<file path="src/rtl/display_mux_bcd.sv">
// Multi-digit seven-segment driver: serial binary-to-BCD conversion feeding a time-multiplexed digit scanner.
// Latency: WIDTH cycles from load to display update; seg/an are registered, one cycle behind the scan index.
// Backpressure: none; load is accepted only while busy=0 and is dropped otherwise (no queuing).
//
// Ports:
//   i_clk, i_rst         rising-edge clock, asynchronous active-high reset
//   i_load, i_value      start a conversion of i_value (ignored while o_busy=1)
//   i_blank_zeros        live control: blank leading zeros (digit 0 always shown)
//   o_busy               conversion in progress
//   o_overflow           last converted value exceeded 10^DIGITS-1 (digits show "-")
//   o_seg[6:0]           segments a..g (o_seg[6]=a), polarity per ACTIVE_LOW
//   o_an[DIGITS-1:0]     digit enables, o_an[0]=least significant, polarity per ACTIVE_LOW
module display_mux_bcd #(
  parameter int DIGITS     = 4,
  parameter int WIDTH      = 14,
  parameter int SCAN_DIV   = 50000,
  parameter int ACTIVE_LOW = 1
) (
  input  logic              i_clk,
  input  logic              i_rst,
  input  logic              i_load,
  input  logic [WIDTH-1:0]  i_value,
  input  logic              i_blank_zeros,
  output logic              o_busy,
  output logic              o_overflow,
  output logic [6:0]        o_seg,
  output logic [DIGITS-1:0] o_an
);

  localparam int BW = DIGITS * 4;
  localparam int CW = $clog2(WIDTH + 1);
  localparam int SW = (SCAN_DIV > 1) ? $clog2(SCAN_DIV) : 1;
  localparam int IW = (DIGITS > 1) ? $clog2(DIGITS) : 1;

  function automatic logic [63:0] pow10(input int n);
    logic [63:0] p;
    p = 64'd1;
    for (int k = 0; k < n; k++) p = p * 64'd10;
    return p;
  endfunction

  localparam logic [63:0] MAX_DISP = pow10(DIGITS) - 64'd1;

  // XOR masks: all ones when outputs are active-low, so "off" is the mask itself.
  localparam logic [6:0]        SEG_OFF = {7{ACTIVE_LOW != 0}};
  localparam logic [DIGITS-1:0] AN_OFF  = {DIGITS{ACTIVE_LOW != 0}};

  // Active-high segment patterns {a,b,c,d,e,f,g}; non-decimal nibbles blank.
  function automatic logic [6:0] seg7(input logic [3:0] nib);
    case (nib)
      4'd0:    seg7 = 7'b1111110;
      4'd1:    seg7 = 7'b0110000;
      4'd2:    seg7 = 7'b1101101;
      4'd3:    seg7 = 7'b1111001;
      4'd4:    seg7 = 7'b0110011;
      4'd5:    seg7 = 7'b1011011;
      4'd6:    seg7 = 7'b1011111;
      4'd7:    seg7 = 7'b1110000;
      4'd8:    seg7 = 7'b1111111;
      4'd9:    seg7 = 7'b1111011;
      default: seg7 = 7'b0000000;
    endcase
  endfunction

  typedef enum logic {S_IDLE = 1'b0, S_CONV = 1'b1} state_t;

  state_t            r_state, w_state_nxt;
  logic [WIDTH-1:0]  r_shift;
  logic [BW-1:0]     r_bcd, w_bcd_adj, w_bcd_nxt;
  logic [CW-1:0]     r_cnt;
  logic              r_ovf_pend;
  logic [BW-1:0]     r_disp;
  logic              r_overflow;
  logic [SW-1:0]     r_scan_cnt;
  logic [IW-1:0]     r_idx;
  logic [6:0]        r_seg, w_seg_raw;
  logic [DIGITS-1:0] r_an, w_an_raw;
  logic              w_busy, w_capture, w_last, w_scan_tc, w_upper_zero;
  logic [3:0]        w_nib;

  // ---------------- conversion FSM ----------------
  always_ff @(posedge i_clk or posedge i_rst) begin
    if (i_rst) r_state <= S_IDLE;
    else       r_state <= w_state_nxt;
  end

  always_comb begin
    w_state_nxt = r_state;
    case (r_state)
      S_IDLE:  if (i_load) w_state_nxt = S_CONV;
      S_CONV:  if (r_cnt == CW'(WIDTH - 1)) w_state_nxt = S_IDLE;
      default: w_state_nxt = S_IDLE;
    endcase
  end

  always_comb begin
    w_busy    = (r_state == S_CONV);
    w_capture = (r_state == S_IDLE) && i_load;
    w_last    = (r_state == S_CONV) && (r_cnt == CW'(WIDTH - 1));
  end

  // Shift-and-add-3: correct every nibble >= 5 before the shift so it carries as decimal.
  always_comb begin
    w_bcd_adj = r_bcd;
    for (int d = 0; d < DIGITS; d++) begin
      if (r_bcd[d*4 +: 4] >= 4'd5) w_bcd_adj[d*4 +: 4] = r_bcd[d*4 +: 4] + 4'd3;
    end
    // The top BCD bit falls off; overflow is detected separately at capture.
    w_bcd_nxt = {w_bcd_adj[BW-2:0], r_shift[WIDTH-1]};
  end

  always_ff @(posedge i_clk or posedge i_rst) begin
    if (i_rst) begin
      r_shift    <= '0;
      r_bcd      <= '0;
      r_cnt      <= '0;
      r_ovf_pend <= 1'b0;
      r_disp     <= '0;
      r_overflow <= 1'b0;
    end else if (w_capture) begin
      r_shift    <= i_value;
      r_bcd      <= '0;
      r_cnt      <= '0;
      r_ovf_pend <= (64'(i_value) > MAX_DISP);
    end else if (w_busy) begin
      r_shift <= {r_shift[WIDTH-2:0], 1'b0};
      r_bcd   <= w_bcd_nxt;
      r_cnt   <= r_cnt + CW'(1);
      if (w_last) begin
        // Display and overflow flag move together so no mixed frame is ever shown.
        r_disp     <= w_bcd_nxt;
        r_overflow <= r_ovf_pend;
      end
    end
  end

  // ---------------- digit scanner ----------------
  assign w_scan_tc = (r_scan_cnt == SW'(SCAN_DIV - 1));

  always_ff @(posedge i_clk or posedge i_rst) begin
    if (i_rst) begin
      r_scan_cnt <= '0;
      r_idx      <= '0;
    end else if (w_scan_tc) begin
      r_scan_cnt <= '0;
      r_idx      <= (r_idx == IW'(DIGITS - 1)) ? '0 : r_idx + IW'(1);
    end else begin
      r_scan_cnt <= r_scan_cnt + SW'(1);
    end
  end

  // A digit is a leading zero when it and every more significant nibble are zero.
  always_comb begin
    w_nib        = r_disp[r_idx*4 +: 4];
    w_upper_zero = 1'b1;
    for (int d = 0; d < DIGITS; d++) begin
      if ((d >= int'(r_idx)) && (r_disp[d*4 +: 4] != 4'd0)) w_upper_zero = 1'b0;
    end
  end

  always_comb begin
    if (r_overflow)                                         w_seg_raw = 7'b0000001;
    else if (i_blank_zeros && (r_idx != '0) && w_upper_zero) w_seg_raw = 7'b0000000;
    else                                                     w_seg_raw = seg7(w_nib);
    w_an_raw = DIGITS'(1) << r_idx;
  end

  always_ff @(posedge i_clk or posedge i_rst) begin
    if (i_rst) begin
      r_seg <= SEG_OFF;
      r_an  <= AN_OFF;
    end else begin
      r_seg <= w_seg_raw ^ SEG_OFF;
      r_an  <= w_an_raw ^ AN_OFF;
    end
  end

  assign o_busy     = w_busy;
  assign o_overflow = r_overflow;
  assign o_seg      = r_seg;
  assign o_an       = r_an;

endmodule

</file>
<file path="config.mk">
export PLATFORM = sky130hd
export DESIGN_NAME = display_mux_bcd
export DESIGN_NICKNAME = d
export VERILOG_FILES = /design/src/rtl/display_mux_bcd.sv
export SDC_FILE = /design/constraint.sdc
export NUM_CORES = 1
export LEC_CHECK = 0
export CORE_ASPECT_RATIO = 0.5
export CORE_MARGIN = 2
export CORE_UTILIZATION = 58
export CTS_CLUSTER_DIAMETER = 80
export DETAILED_ROUTE_END_ITERATION = 8
export PLACE_DENSITY = 0.9
export SYNTH_ARGS = -nofsm -noshare
export SYNTH_HDL_FRONTEND = slang
export SYNTH_SLANG_ARGS = --single-unit
</file>
<file path="constraint.sdc">
create_clock -name i_clk -period 3.8 [get_ports i_clk]
set_input_delay 0.95 -clock i_clk [delete_from_list [all_inputs] [get_ports i_clk]]
set_output_delay 0.95 -clock i_clk [all_outputs]
set_load 0.02 [all_outputs]
</file>
==> impl_metrics.tcl <==
set metrics [dict create \
    outcome "complete, no violations" \
    p_leak_uw 0.002099 \
    syn-num-nets 435 \
    yosysWarnings 0 \
    cp_data_arrival_time_ns 1.44 \
    peakVddDrop_mv 0.3689 \
    synth_edf_count 0 \
    post_route_cells_drive_above_1_share_pct 9.813 \
    hold_viol_final 0 \
    h-tree-depth 3 \
    rsz0062_at_grt "false" \
    min-delay-start "o_overflow" \
    viasPerCell 5.819 \
    fin_util_pct 70.76 \
    min_period_over_period_pct 62.91 \
    cp.depth 1 \
    drt_iter0_drc 239 \
    cts_tree "built" \
    syn_area_um2 4095 \
    clk_pin_slew_ns 0.06 \
    nNetsFinal 462 \
    drc 0 \
    antenna_left 0 \
    design.core.area_um2 6753 \
    cts_root_buf "clkbuf_16" \
    holdWs_ns 0.4696 \
    setup_viol 0 \
    cp.required_ns 2.85 \
    ys_ff_latch 82 \
    routabilityCongestion 0.8152 \
    die_area_um2 7790 \
    crit_fanout 1 \
    ys.flop_type "dfrtp_1" \
    critPathLaunchType "flip-flop" \
    grt_pass1_vias 2976 \
    cts_resized 0 \
    holdPathEnd "o_seg[0]" \
    hpwl_um 5295 \
    rrSetupSlack_ns 1.57 \
    tightest_slew_ns 0.8324 \
    rr_worst_depth 5 \
    drt_wl_total_um 8385 \
    die_w_um 122.8 \
    fin_cells 520 \
    tns_ns 0 \
    syn-mean-instance-area_um2 10.34 \
    r2r-start "o_busy" \
    io_buffers 30 \
    cp-end-kind "primary output" \
    postCtsSetupRepairBufs 0 \
    synth_cell_types 43 \
    hold_buffers 0 \
    path_cells "clkdlybuf4s50_1" \
    ys_seq_area_share_pct 50.44 \
    placed_cell_area_um2 4468 \
    cpPeakStageDelay_ns 0.60 \
    grt-ovfl-total 0 \
    netlist_instances 396 \
    grt_pass1_wl_um 14650 \
    dieHeight_um 63.42 \
    hp-class "flip-flop to flip-flop" \
    num_antenna_cells 0 \
    async_flop_share_pct 100.0 \
    path_class "flip-flop to primary output" \
    clock_path_buffers 2 \
    cts_buffers 9 \
    worstSkewPairLatency_ns 0.34 \
    core.rowCount 21 \
    crit_family "buffers and inverters" \
    fin_worst_skew_ns 0.009769 \
    io_pins 31 \
    grt_max_degree 48 \
    clock_sinks 82 \
    start_util_pct 60.64 \
    wl_per_cell_um 16.13 \
    dp.cells 504 \
    critPathSlowestCell "clkdlybuf4s50_1" \
    dr.pass1.iters 5 \
    drv_cap 0 \
    antenna_found_initial 0 \
    hold_path_depth 1 \
    cellPowerDensity_nw_per_um2 743.5 \
    r2r_end "r_disp[8]" \
    period_minus_slack_ns 2.391 \
    slew_violations 0 \
    worstPathBufferInverterCount 1 \
    slew_headroom_pct 44.34 \
    num_vias 3026 \
    fin_area_um2 4778 \
    gr-usage-all-layers_pct 24.41 \
    fmax_mhz 418.3 \
    area_growth_syn_to_layout_pct 16.68 \
]
==> routing by layer <==
metal,global-route usage [%],routed length [µm],up-vias
li1,-,-,1437
met1,32.45,3675,1477
met2,39.23,4126,99
met3,6.703,471,13
met4,7.471,112,0
met5,0,0,-
==> worst max path at each step <==
stage | start | endpoint | slack [ns]
floorplan | i_rst | o_busy | 0.76
global placement | i_load | r_bcd[15] | 1.48
detailed placement | i_load | r_bcd[15] | 1.42
CTS | o_seg[3] | o_seg[3] | 1.39
global route | o_busy | r_disp[8] | 1.34
finish | o_seg[3] | o_seg[3] | 1.41
==> final cells by class <==
class / count / area (µm²)
clock buffer: 14 / 275.3
sequential: 82 / 2066
clock inverter: 2 / 35.03
timing repair buffer: 34 / 342.8
inverter: 22 / 83.83
fill: 451 / 1974
tap: 92 / 115.1
multi-input combinational: 274 / 1861
==> where the power goes <==
part | switching (µW) | total (µW) | internal, µW
clock network | 336 | 902 | 567
registers | 221 | 1410 | 1180
logic | 706 | 1250 | 539
==> cells by family (layout without fill, tap and decap cells) <==
family          Yosys count  count (layout)  share of synthesized area (%)
fa+ha+maj                21              21                          6.416
mux                      30              30                          9.013
flops                    82              82                          50.44
xor+xnor                 16              16                          3.422
compound gates           82              82                          10.82
buf+inv                  40              72                          4.125
simple gates            125             125                          15.77
==> placed cells by master, fill, tap and decap left out, types with 5 or more instances in the layout <==
| cell | instances |
|---|---|
| a21oi_1 | 15 |
| nand3_1 | 11 |
| xnor2_1 | 11 |
| clkbuf_16 | 10 |
| nand2_1 | 45 |
| mux2_2 | 8 |
| nor2_1 | 16 |
| clkdlybuf4s50_1 | 30 |
| mux2i_1 | 17 |
| xor2_1 | 5 |
| ha_1 | 21 |
| dfstp_2 | 11 |
| or3_1 | 7 |
| nor3b_1 | 8 |
| dfrtp_1 | 71 |
| nand2b_1 | 6 |
| inv_1 | 21 |
| nor3_1 | 7 |
| o21ai_0 | 55 |
==> flip-flops by register name, indices dropped and copies added, names as in the netlist <==
signal	flops
r_ovf_pend	1
r_shift	14
r_bcd	16
r_scan_cnt	16
r_idx	2
o_an	4
r_cnt	4
o_seg	7
o_busy	1
r_disp	16
o_overflow	1
==> through the flow <==
stage          setup slack (ns)  power, µW
2_1_floorplan            0.7598       2255
3_3_place_gp              1.484       2540
3_5_place_dp              1.418       2609
4_1_cts                   1.393       3547
5_1_grt                   1.337       3789
6_report                  1.409       3553
==> Yosys cell counts (3+ instances only) <==
cell	count	area, µm²
nor4_1	4	25.02
mux2i_1	17	170.2
dfrtp_1	71	1777
mux2_2	8	90.09
ha_1	21	262.8
or3_1	7	43.79
inv_1	22	82.58
nand3_1	11	55.05
buf_2	3	15.01
nand2_1	45	168.9
mux4_2	3	67.56
nor3b_1	8	60.06
nand2b_1	6	37.54
clkbuf_1	13	48.80
nor3_1	7	35.03
nor2_1	16	60.06
a21oi_1	15	75.07
dfstp_2	11	289.0
nor2b_1	4	25.02
nand4_1	4	25.02
xnor2_1	11	96.34
o21ai_0	55	275.3
xor2_1	5	43.79
nand3b_1	3	22.52
Power figures use the tool's default switching activity.
